`src/rtl/verify_sequencer_pkg.sv`:
```
// Shared types, defaults and helpers for the verification run sequencer.
package verify_sequencer_pkg;

    // Run-controller states, 3-bit encoded.
    typedef enum logic [2:0] {
        StIdle    = 3'd0,
        StChipRst = 3'd1,
        StBase    = 3'd2,
        StRun     = 3'd3,
        StDrain   = 3'd4,
        StDone    = 3'd5
    } seq_state_e;

    // Default timing, in platform clock cycles.
    localparam int unsigned DEF_RST_HOLD       = 1000;
    localparam int unsigned DEF_DRAIN_CYCLES   = 5000;
    localparam int unsigned DEF_TIMEOUT_CYCLES = 2_000_000;

    localparam int unsigned CNT_W = 32;

    // Modular distance between a free-running counter and its snapshot.
    // Wrap of the counter between snapshot and now is harmless.
    function automatic logic [CNT_W-1:0] delta32(input logic [CNT_W-1:0] now,
                                                 input logic [CNT_W-1:0] base);
        return now - base;
    endfunction

endpackage

```
`src/rtl/verify_sequencer_stall.sv`:
```
// Stall timer: watches a counter for changes and counts consecutive unchanged
// cycles, saturating at all-ones. Exposes drain and timeout threshold hits.
module stall_timer
    import verify_sequencer_pkg::*;
#(
    parameter int unsigned DRAIN_N   = DEF_DRAIN_CYCLES,
    parameter int unsigned TIMEOUT_N = DEF_TIMEOUT_CYCLES
) (
    input  logic             clk,
    input  logic             rst_n,
    input  logic             clr,
    input  logic [CNT_W-1:0] value,
    output logic             drain_hit,
    output logic             timeout_hit
);

    localparam logic [CNT_W-1:0] DRAIN_LIMIT   = CNT_W'(DRAIN_N);
    // Compare against N-1 so the decision edge lands exactly N cycles after
    // the counter was last cleared.
    localparam logic [CNT_W-1:0] TIMEOUT_LIMIT = CNT_W'(TIMEOUT_N - 1);
    localparam logic [CNT_W-1:0] COUNT_MAX     = {CNT_W{1'b1}};

    logic [CNT_W-1:0] prev_q;
    logic [CNT_W-1:0] count_q;
    logic             changed;

    assign changed     = (value != prev_q);
    assign drain_hit   = !changed && (count_q >= DRAIN_LIMIT);
    assign timeout_hit = !changed && (count_q >= TIMEOUT_LIMIT);

    // Track the previous value and the saturating run of unchanged cycles.
    always_ff @(posedge clk or negedge rst_n) begin
        if (!rst_n) begin
            prev_q  <= '0;
            count_q <= '0;
        end else begin
            prev_q <= value;
            if (clr || changed) begin
                count_q <= '0;
            end else if (count_q != COUNT_MAX) begin
                count_q <= count_q + CNT_W'(1);
            end
        end
    end

endmodule

```
`src/rtl/verify_sequencer.sv`:
```
// Run controller: chip reset, baseline snapshot, generator enable until the
// target count is answered, drain of in-flight results, then a latched verdict.
module verify_sequencer
    import verify_sequencer_pkg::*;
#(
    parameter int unsigned RST_HOLD       = DEF_RST_HOLD,
    parameter int unsigned DRAIN_CYCLES   = DEF_DRAIN_CYCLES,
    parameter int unsigned TIMEOUT_CYCLES = DEF_TIMEOUT_CYCLES
) (
    input  logic             clk,
    input  logic             rst_n,
    input  logic             start,
    input  logic             abort,
    input  logic [CNT_W-1:0] target,
    input  logic [CNT_W-1:0] total,
    input  logic [CNT_W-1:0] correct,
    output logic             work,
    output logic             chip_rst_req,
    output logic             busy,
    output logic             done,
    output logic             pass,
    output logic             timeout,
    output logic [CNT_W-1:0] run_total,
    output logic [CNT_W-1:0] run_errors
);

    localparam logic [CNT_W-1:0] HOLD_LAST = CNT_W'(RST_HOLD - 1);

    seq_state_e       state_q;
    seq_state_e       next_state;
    logic [CNT_W-1:0] target_q;
    logic [CNT_W-1:0] base_t_q;
    logic [CNT_W-1:0] base_c_q;
    logic [CNT_W-1:0] hold_cnt_q;

    logic [CNT_W-1:0] dt;
    logic [CNT_W-1:0] dc;
    logic [CNT_W-1:0] err;
    logic             target_hit;
    logic             state_chg;
    logic             drain_hit;
    logic             timeout_hit;

    assign dt         = delta32(total, base_t_q);
    assign dc         = delta32(correct, base_c_q);
    assign err        = dt - dc;
    assign target_hit = (dt >= target_q);
    // Any transition restarts the stall window for the new state.
    assign state_chg  = (next_state != state_q);

    stall_timer #(
        .DRAIN_N   (DRAIN_CYCLES),
        .TIMEOUT_N (TIMEOUT_CYCLES)
    ) u_stall (
        .clk         (clk),
        .rst_n       (rst_n),
        .clr         (state_chg),
        .value       (total),
        .drain_hit   (drain_hit),
        .timeout_hit (timeout_hit)
    );

    // Next-state decision; abort beats everything, including a same-cycle start.
    always_comb begin
        next_state = state_q;
        if (abort) begin
            next_state = StIdle;
        end else begin
            unique case (state_q)
                StIdle, StDone: begin
                    if (start) next_state = StChipRst;
                end
                StChipRst: begin
                    if (hold_cnt_q == HOLD_LAST) next_state = StBase;
                end
                StBase: begin
                    next_state = (target_q == '0) ? StDone : StRun;
                end
                StRun: begin
                    // Reaching the target wins over a coincident stall expiry.
                    if (target_hit)       next_state = StDrain;
                    else if (timeout_hit) next_state = StDone;
                end
                StDrain: begin
                    if (drain_hit) next_state = StDone;
                end
                default: next_state = StIdle;
            endcase
        end
    end

    // State register with registered outputs, snapshots and verdict latches.
    always_ff @(posedge clk or negedge rst_n) begin
        if (!rst_n) begin
            state_q      <= StIdle;
            target_q     <= '0;
            base_t_q     <= '0;
            base_c_q     <= '0;
            hold_cnt_q   <= '0;
            work         <= 1'b0;
            chip_rst_req <= 1'b0;
            busy         <= 1'b0;
            done         <= 1'b0;
            pass         <= 1'b0;
            timeout      <= 1'b0;
            run_total    <= '0;
            run_errors   <= '0;
        end else begin
            state_q      <= next_state;
            work         <= (next_state == StRun);
            chip_rst_req <= (next_state == StChipRst);
            busy         <= !((next_state == StIdle) || (next_state == StDone));
            done         <= (next_state == StDone);

            if ((state_q == StChipRst) && (next_state == StChipRst)) begin
                hold_cnt_q <= hold_cnt_q + CNT_W'(1);
            end else begin
                hold_cnt_q <= '0;
            end

            if (state_q == StBase) begin
                base_t_q <= total;
                base_c_q <= correct;
            end

            if ((next_state == StChipRst) && (state_q != StChipRst)) begin
                target_q   <= target;
                pass       <= 1'b0;
                timeout    <= 1'b0;
                run_total  <= '0;
                run_errors <= '0;
            end else if (next_state == StIdle) begin
                pass       <= 1'b0;
                timeout    <= 1'b0;
                run_total  <= '0;
                run_errors <= '0;
            end else if ((next_state == StDone) && (state_q != StDone)) begin
                if (state_q == StBase) begin
                    // Zero-length run: trivially passes, snapshot not yet valid.
                    pass       <= 1'b1;
                    timeout    <= 1'b0;
                    run_total  <= '0;
                    run_errors <= '0;
                end else begin
                    // From RUN the only way to DONE is a stall expiry.
                    timeout    <= (state_q == StRun);
                    run_total  <= dt;
                    run_errors <= err;
                    pass       <= (err == '0) && target_hit && (state_q != StRun);
                end
            end
        end
    end

endmodule
```
`config.mk`:
```
export PLATFORM = sky130hd
export DESIGN_NAME = verify_sequencer
export DESIGN_NICKNAME = d
export VERILOG_FILES = /design/src/rtl/verify_sequencer_pkg.sv /design/src/rtl/verify_sequencer_stall.sv /design/src/rtl/verify_sequencer.sv
export SDC_FILE = /design/constraint.sdc
export NUM_CORES = 1
export LEC_CHECK = 0
export CAP_MARGIN = 20
export CORE_MARGIN = 5
export CORE_UTILIZATION = 40
export DETAILED_ROUTE_END_ITERATION = 16
export HOLD_SLACK_MARGIN = 0.12
export SKIP_LAST_GASP = 1
export SYNTH_ARGS = -nofsm -noshare
export SYNTH_HDL_FRONTEND = slang
export SYNTH_SLANG_ARGS = --single-unit
```
`constraint.sdc`:
```
create_clock -name clk -period 5.35 [get_ports clk]
set_clock_uncertainty 0.2 [all_clocks]
set_input_delay 1.3375 -clock clk [delete_from_list [all_inputs] [get_ports clk]]
set_output_delay 1.3375 -clock clk [all_outputs]
set_load 0.02 [all_outputs]
```
==> metrics.txt, run 1 <==
outcome finished with violations; violated checks setup timing; RR Endpoint pass; die footprint 44,740 sq um; Post-synth EDFFs 0; hold endpoint hold_cnt_q[0]; CTS tree built; RSZ-0062 raised after global routing yes; Setup CP Type primary input to register; most common cell after layout, fill and taps aside buf_4; first-pass GRT wire length 81.54 mm; Hold Buf Count CTS 0; storage element area 6631 sq um; CP max-delay cell fa_1; nets 2,474; post-place setup slack -2265 ps; largest net degree at the start of global routing 106; HPWL Detailed 38.70 mm; Final Cycle Share 1.186; clock-pin transition on the worst setup and hold timing paths 60 ps; initial antenna violation count 1; Peak supply drop 0.0002275 V; setup TNS -141,190 ps; GP Congestion 0.9415; Worst R2R Start base_t_q[0]; Hold Path Class register to register; Cells after DPL 2,687; clock sink count 265; Setup crit end kind register; Num CTS Buffers 34; relative slew slack 0.3596; Startpoint Class primary input; #FFs+latches synth 265; maximum root-to-sink buffer count 3; min-delay src hold_cnt_q[0]; total grt overflow 0; worst setup margin -997.0 ps; I/O Pins 170; post-synth design cell area 16,240 sq um; fmax 157.6 MHz; layout cells sized above 1 0.2941; CP dominant cell by count buf_4; Hold Vio Cnt, Final 0; DIE HEIGHT 211.5 um; r2r setup slk -470 ps; synthesized net count 1,946; Final Max Slew Viols 0; IO buf count 169; CP arrival 6600 ps; Synth cell types 87; Pleak 0.01071 uW; syn avg cell area 9.461 sq um; Slew @ Worst Pin 958.6 ps; most frequently used flop master after synthesis dfrtp_1; Gate Count Post-Synth 1,717; Fill cells 3,365; Routed WL per cell 18.77 um; clock latency on the worst-skew pair 550 ps; gr usage total 0.2310; register area share after synthesis 0.4082; fin cells 2,797; htree depth 2; initial core utilization 0.4070; largest stage delay on the critical path 430 ps; final setup fails 169; CP required 5610 ps; Post-Route WL 52.50 mm; hold slack 282.4 ps; area occupied by multi-input gates 9597 sq um; Die Width 211.5 um; row count 73; commonest non-fill, non-tap cells in the layout buf_4 (346), dfrtp_1 (265), nand2_1 (161); Post-synth ARST share 1.000; Iteration-0 DRC Markers 813; DR DRC count 0; core area 39,910 sq um; antenna-violating nets left 0; YS warnings 0; root buffer cell clkbuf_16; critical-path maximum fanout 4; PD cells 255.5 nW/um^2; max-cap violations 0; vias 14,500; Util after Layout 0.5951; min Tclk post-route 6347 ps; Hold Path Stages 1; vias per std cell 5.185; number of global-route vias before repair 14,650; area grow syn2layout 46.22%; Detailed Routing Iterations Pass 1 5; Worst R2R Path Depth 25
## where the power goes
| part | switching (uW) | total, uW | internal (uW) |
|---|---|---|---|
| clock | 939 | 2380 | 1440 |
| combinational | 730 | 1510 | 783 |
| sequential | 86.0 | 2170 | 2090 |
## cell families (layout without fill, tap and decap cells)
logic type | after synthesis | count (layout) | share of synthesized area
other | 0 | 1 | 0
adder cells (fa/ha/maj) | 129 | 129 | 0.1141
flip-flops | 265 | 265 | 0.4082
buffers and inverters | 207 | 761 | 0.05261
XOR/XNOR | 147 | 147 | 0.07926
AO/OA/AOI/OAI | 360 | 360 | 0.1410
multiplexers | 35 | 35 | 0.02403
AND/OR/NAND/NOR | 574 | 574 | 0.1807
## metrics by stage
stage,instance area [sq um],total power [uW]
floorplan,16460,2862
global placement,21170,3575
detailed placement,21170,3600
CTS,23450,6109
global route,23750,6361
finish,23750,6069
## layout make-up
| cell class | count | share of cell area |
|---|---|---|
| Clock buffer | 46 | 0.04114 |
| Tap cell | 525 | 0.02765 |
| Timing Repair Buffer | 554 | 0.2161 |
| Clock inverter | 16 | 0.008375 |
| Inverter | 145 | 0.02344 |
| Multi-Input combinational cell | 1245 | 0.4040 |
| Sequential cell | 265 | 0.2792 |
| Antenna cell | 1 | 0.0001054 |
## per-layer routing
| layer | vias up | track usage | share of wire |
|---|---|---|---|
| met4 | 0 | 0.07552 | 0.029 |
| met2 | 360 | 0.3723 | 0.47 |
| met5 | - | 0 | 0 |
| met3 | 80 | 0.03320 | 0.051 |
| li1 | 7058 | - | - |
| met1 | 7004 | 0.3225 | 0.45 |
## how the worst max path moves through the flow
stage | startpoint | end | cells after the start
2_1_floorplan | total[0] | run_errors[21] | 27
3_3_place_gp | total[0] | run_errors[29] | 28
3_5_place_dp | total[0] | run_errors[29] | 28
4_1_cts | total[0] | pass | 28
5_1_grt | total[0] | run_total[0] | 28
6_report | total[0] | pass | 27
## cells in the mapped netlist (all sizes together), types with 15 or more instances
| cell | instances | area [sq um] |
|---|---|---|
| clkbuf | 36 | 135.1 |
| nor4 | 32 | 212.7 |
| o21ai | 102 | 514.3 |
| nor3 | 79 | 550.5 |
| mux2 | 32 | 360.3 |
| xor2 | 79 | 691.9 |
| nor2 | 126 | 473.0 |
| xnor2 | 68 | 595.6 |
| and3 | 20 | 125.1 |
| ha | 97 | 1214 |
| inv | 145 | 544.3 |
| a21oi | 118 | 594.3 |
| a211oi | 15 | 145.1 |
| buf | 26 | 175.2 |
| nand3 | 67 | 340.3 |
| nand2 | 165 | 621.9 |
| a21o | 38 | 286.5 |
| fa | 32 | 640.6 |
| dfrtp | 265 | 6631 |
| nand4 | 23 | 143.9 |
## state kept, by name, summed over array words and instances, names as in the netlist, 3 cells and up
register	cells
run_errors	32
state_q	3
hold_cnt_q	32
base_t_q	32
target_q	32
run_total	32
u_stall.prev_q	32
u_stall.count_q	32
base_c_q	32
## timing repair
item	in CTS	in global routing
setup endpoints to repair	169	169
pin swaps	59	5
buffers inserted	26	5
cloned	13	5
gates resized for setup	150	25
## critical path: cells and delay by family
kind | cells | cell delay (ps)
and+or+nand+nor | 6 | 820
adders and majority gates | 4 | 1130
xor gates and xnor gates | 1 | 240
buffers and inverters | 7 | 880
AOI/OAI and AO/OA | 9 | 2190
No activity file was read; power rests on OpenSTA's default activity.
==> run 2: changes to the inputs <==
TNS_END_PERCENT = 20   (was default)
==> run 2 against run 1 <==
- the flow still finishes with violations (setup timing)
- register-to-register slack worse by 110 ps
- power decreased by 0.94%
- sequential power about the same
- critical path type unchanged
- sequential cell count unchanged
- non-clock buffer count shrank 21
- count of clock-buffer cells in the layout down 2
- highest routed layer unchanged
==> metrics.txt, run 2 (synthesis gave the netlist of run 1 again) <==
outcome finished with violations (unchanged); violated checks setup timing (unchanged); initial antenna violation count 0 (was 1); max-cap violations 0 (unchanged); layout cells sized above 1 0.2739 (was 0.2941); most common cell after layout, fill and taps aside buf_4 (unchanged); min Tclk post-route 6531 ps (was 6347 ps); Hold Path Class register to register (unchanged); post-place setup slack -2447 ps (was -2265 ps); clock-pin transition on the worst setup and hold timing paths 60 ps (about the same); Die Width 211.5 um (unchanged); Setup crit end kind register (unchanged); clock sink count 265 (unchanged); I/O Pins 170 (unchanged); Final Cycle Share 1.221 (was 1.186); DIE HEIGHT 211.5 um (unchanged); vias per std cell 5.167 (was 5.185); area grow syn2layout 42.71% (was 46.22%); initial core utilization 0.4070 (unchanged); CP Buf/Inv Count 4 (was 7); htree depth 2 (unchanged); DR DRC count 0 (unchanged); CP arrival 6790 ps (was 6600 ps); Detailed Routing Iterations Pass 1 6 (was 5); commonest non-fill, non-tap cells in the layout buf_4 (335), dfrtp_1 (265), nand2_1 (163) (was buf_4 (346), dfrtp_1 (265), nand2_1 (161)); Crit path max-delay family compound AO/OA/AOI/OAI gates (unchanged); Slew @ Worst Pin 909.7 ps (was 958.6 ps); GP Congestion 0.9006 (was 0.9415); first-pass GRT wire length 79.25 mm (was 81.54 mm); root buffer cell clkbuf_16 (unchanged); Peak supply drop 0.0001913 V (was 0.0002275 V); nets 2,454 (was 2,474); CP dominant cell by count a21o_1 (was buf_4); total grt overflow 0 (unchanged); CP required 5610 ps (about the same); antenna-violating nets left 0 (unchanged); Final Max Slew Viols 0 (unchanged); die footprint 44,740 sq um (unchanged); clock latency on the worst-skew pair 540 ps (was 550 ps); largest net degree at the start of global routing 116 (was 106); relative slew slack 0.3935 (was 0.3596); maximum root-to-sink buffer count 3 (unchanged); Iteration-0 DRC Markers 831 (was 813); Pleak 0.01048 uW (was 0.01071 uW); Routed WL per cell 18.58 um (was 18.77 um); Antenna diodes 0 (was 1); vias 14,330 (was 14,500); Hold Buf Count CTS 0 (unchanged); Startpoint Class primary input (unchanged); Num CTS Buffers 34 (unchanged); largest stage delay on the critical path 550 ps (was 430 ps); Setup CP Type primary input to register (unchanged); cell area after layout 23,180 sq um (was 23,750 sq um); fmax 153.1 MHz (was 157.6 MHz); Hold Vio Cnt, Final 0 (unchanged); setup TNS -176,420 ps (was -141,190 ps); gr usage total 0.2230 (was 0.2310); CP max-delay cell clkdlybuf4s50_1 (was fa_1); critical-path maximum fanout 7 (was 4); Post-DP Area 21,080 sq um (was 21,170 sq um); area occupied by multi-input gates 9428 sq um (was 9597 sq um); Fill cells 3,508 (was 3,365); core area 39,910 sq um (unchanged); worst setup margin -1181 ps (was -997.0 ps); number of global-route vias before repair 14,200 (was 14,650); critical-path cell list clkdlybuf4s50_1 > ha_4 > a21o_1 > a21oi_1 > nor3b_2 > buf_4 > a2111oi_2 > or3_1 > a31oi_2 > o21ai_1 > xor2_1 > buf_4 > ha_1 > a21o_1 > a21o_1 > a21o_1 > and4b_1 > o31ai_4 > nor3_2 > a22oi_4 > buf_6 > a211o_4 > or4_4 > a21oi_2; final setup fails 169 (unchanged); IO buf count 169 (unchanged); PD cells 259.3 nW/um^2 (was 255.5 nW/um^2); Post-Route WL 51.53 mm (was 52.50 mm); HPWL Detailed 39.15 mm (was 38.70 mm); storage element area 6631 sq um (unchanged); CTS tree built (unchanged); RSZ-0062 raised after global routing yes (unchanged); row count 73 (unchanged)
[run 2: routing by layer]
| layer | GRT usage | part of all wire | up-vias |
|---|---|---|---|
| li1 | - | - | 6977 |
| met1 | 0.3204 | 0.46 | 6981 |
| met2 | 0.3518 | 0.46 | 306 |
| met3 | 0.03008 | 0.048 | 70 |
| met4 | 0.06997 | 0.029 | 0 |
| met5 | 0 | 0 | - |
[run 2: layout make-up]
type,count,share of cell area
Multi-Input combinational cell,1246,0.4067
Sequential cell,265,0.2861
Timing Repair Buffer,533,0.2053
Clock buffer,44,0.04140
Tap cell,525,0.02834
Inverter,145,0.02402
Clock inverter,16,0.008204
[run 2: stage by stage]
| step | hold WS, ps | cells | util | power, uW |
|---|---|---|---|---|
| after global placement | 266.9 | 2687 | 0.5282 | 3576 |
| after detailed placement | 275.0 | 2687 | 0.5282 | 3600 |
| after floorplan | 247.9 | 1717 | - | 2854 |
| after CTS | 299.7 | 2761 | 0.5667 | 6022 |
| final | 296.0 | 2774 | 0.5808 | 6012 |
| after global routing | 316.0 | 2774 | 0.5808 | 6307 |
[run 2: final timing paths]
path	from	endpoint	slack [ps]	cells past startpoint
setup / recovery	total[8]	run_errors[15]	-1180	24
max in group asynchronous	rst_n	base_c_q[27]	3210	2
hold reg to reg	base_c_q[0]	base_c_q[0]	300	2
setup reg to reg	base_t_q[0]	run_errors[15]	-580	25
hold / removal	base_c_q[0]	base_c_q[0]	300	2
min in group asynchronous	rst_n	u_stall.count_q[6]	680	1
[run 2: report_power, final]
part	total, uW	internal (uW)	switching, uW
Combinational	1460	753	706
Sequential	2190	2090	103
Clock	2360	1460	902
Total	6010	4300	1710
[run 2: tightest hold or removal path, stage by stage, from the launching register on]
cell and delay (ps):
dfrtp_1 350, nand2_1 50, nand2_1 60
[run 2: repair_timing]
item	4_1_cts	5_1_grt
gates cloned	4	7
hold endpoints to repair	0	0
pin swaps	36	53
gates resized for setup	45	84
buffers inserted	11	8
setup endpoints to repair	169	169
==> run 3: changes to the inputs <==
clock period = 7.15 ns   (was 5.35 ns; I/O delays follow)
==> run 3 against run 2 <==
- the run now ends clean
- combinational power decreased by 32%
- final cell count decreased by 2.9%
- global-route usage decreased by 1.1 points
- register-to-register slack improved by 1900 ps
- design area decreased by 4.9%
- core utilization decreased by 2.9 points
- setup slack improved by 1300 ps
- routed wire length decreased by 7.9%
==> metrics.txt, run 3 (synthesis gave the netlist of run 1 again) <==
Final Max Slew Viols 0 (unchanged); I/O Pins 170 (unchanged); DR DRC count 0 (unchanged); largest net degree at the start of global routing 167 (was 116); GP Congestion 0.8645 (was 0.9006); CP arrival 7230 ps (was 6790 ps); vias 13,950 (was 14,330); max-cap violations 0 (unchanged); Pleak 0.009938 uW (was 0.01048 uW); IO buf count 169 (unchanged); min-delay src hold_cnt_q[0] (was base_c_q[0]); RR Endpoint run_errors[30] (was run_errors[15]); Hold Vio Cnt, Final 0 (unchanged); CTS tree built (unchanged); PD cells 202.3 nW/um^2 (was 259.3 nW/um^2); Worst R2R Path Depth 24 (was 25); CP required 7400 ps (was 5610 ps); relative slew slack 0.3449 (was 0.3935); gr usage total 0.2116 (was 0.2230); RSZ-0062 raised after global routing yes (unchanged); outcome finished, final reports clean (was finished with violations); die footprint 44,740 sq um (unchanged); Hold Path Class register to register (unchanged); area grow syn2layout 35.65% (was 42.71%); Util after Layout 0.5521 (was 0.5808); Post-Route WL 47.45 mm (was 51.53 mm); Die Width 211.5 um (unchanged); fmax 143.2 MHz; Hold Path Stages 1 (was 2); Hold Buf Count CTS 0 (unchanged); clock sink count 265 (unchanged); first-pass GRT wire length 76.70 mm (was 79.25 mm); core area 39,910 sq um (unchanged); final setup fails 0 (was 169); Antenna diodes 0 (unchanged); Num CTS Buffers 34 (unchanged); maximum root-to-sink buffer count 3 (unchanged); Detailed Routing Iterations Pass 1 5 (was 6); number of global-route vias before repair 14,540 (was 14,200); layout cells sized above 1 0.2168 (was 0.2739); critical-path maximum fanout 4 (was 7); Iteration-0 DRC Markers 745 (was 831); Setup crit end kind register (unchanged); vias per std cell 5.182 (was 5.167); r2r setup slk 1290 ps (was -580 ps); most common cell after layout, fill and taps aside buf_4 (unchanged); initial antenna violation count 2 (was 0); clock-pin transition on the worst setup and hold timing paths 60 ps (about the same); initial core utilization 0.4070 (unchanged); Setup CP Type primary input to register (unchanged); root buffer cell clkbuf_16 (unchanged); Peak supply drop 0.0001190 V (was 0.0001913 V); htree depth 2 (unchanged); Slew @ Worst Pin 982.7 ps (was 909.7 ps); DIE HEIGHT 211.5 um (unchanged); antenna-violating nets left 0 (unchanged); clock latency on the worst-skew pair 540 ps (about the same); commonest non-fill, non-tap cells in the layout buf_4 (267), dfrtp_1 (265), clkdlybuf4s50_1 (165) (was buf_4 (335), dfrtp_1 (265), nand2_1 (163)); Final Cycle Share 0.9764; setup TNS 0 ps (was -176,420 ps); Worst R2R Start base_t_q[0] (unchanged); row count 73 (unchanged); HPWL Detailed 35.51 mm (was 39.15 mm); total grt overflow 0 (unchanged); hold endpoint hold_cnt_q[0] (was base_c_q[0]); min Tclk post-route 6981 ps; Startpoint Class primary input (unchanged); nets 2,372 (was 2,454); Routed WL per cell 17.62 um (was 18.58 um)
-- run 3: changes by cell type in the layout (fill, tap and decap cells not counted), moves of 6 or more --
cell,change
buf_4,-68
buf_6,-6
a21oi_2,-30
a21oi_1,+31
nor2_1,+8
nor3_1,+7
nor3_4,-12
-- run 3: stage by stage --
| stage | area [sq um] | hold slack [ps] | total power, uW | std cells | setup WS (ps) |
|---|---|---|---|---|---|
| global placement | 20370 | 272.5 | 2608 | 2612 | -552.8 |
| detailed placement | 20390 | 274.2 | 2625 | 2613 | -679.6 |
| CTS | 21770 | 285.6 | 4476 | 2686 | -20.42 |
| floorplan | 16240 | 247.9 | 2127 | 1717 | 9.863 |
| finish | 22040 | 284.6 | 4457 | 2693 | 168.6 |
| global route | 22040 | 308.1 | 4657 | 2693 | -58.09 |
-- run 3: metal layers --
layer / part of all wire / track usage / vias to the layer above
met5: 0.00015 / 0 / -
met4: 0.026 / 0.05642 / 2
met3: 0.051 / 0.03616 / 72
met2: 0.48 / 0.3638 / 282
met1: 0.44 / 0.2776 / 6790
li1: - / - / 6808
-- run 3: final cells by class --
class,instances,area [sq um]
inverter,145,544.3
clock buffer,46,997.2
fill,3608,17880
tap,525,656.9
clock inverter,15,193.9
sequential,265,6631
multi-input combinational,1245,9017
timing repair buffer,452,3995
-- run 3: critical path, cell delays in order --
cell             delay [ps]
clkdlybuf4s50_1         430
ha_1                    360
and3_1                  220
and2_1                  200
a221oi_4                280
nand2_2                 110
a41o_1                  240
a221o_1                 370
a311o_1                 380
a21oi_2                 180
xnor2_2                 140
buf_4                   180
fa_1                    460
ha_4                    300
nor2b_1                 110
o21ai_0                  70
nand2b_1                170
nor3_1                  110
a211oi_2                290
o311ai_2                200
buf_4                   170
or3_4                   330
a21oi_2                 140
-- run 3: worst max path at each step --
stage               cells past startpoint             end  slack (ps)       from
global placement                       26  run_errors[15]        -550   total[0]
CTS                                    25  run_errors[30]         -20   total[0]
finish                                 23  run_errors[30]         170  total[11]
global route                           24            pass         -60   total[3]
floorplan                              27  run_errors[21]          10   total[0]
detailed placement                     28    run_total[7]        -680   total[0]
-- run 3: power breakdown --
| part | switching [uW] | internal, uW | leakage [uW] |
|---|---|---|---|
| Clock | 700 | 1130 | 0.000582 |
| Combinational | 490 | 512 | 0.00613 |
| Sequential | 65.8 | 1560 | 0.00322 |
-- run 3: timing repair --
item                                    in CTS  in global routing
endpoints found under the setup margin     130                162
resized for setup                           15                 40
pin swaps                                   20                 16
cloned                                       2                  0
setup buffers                               10                  7
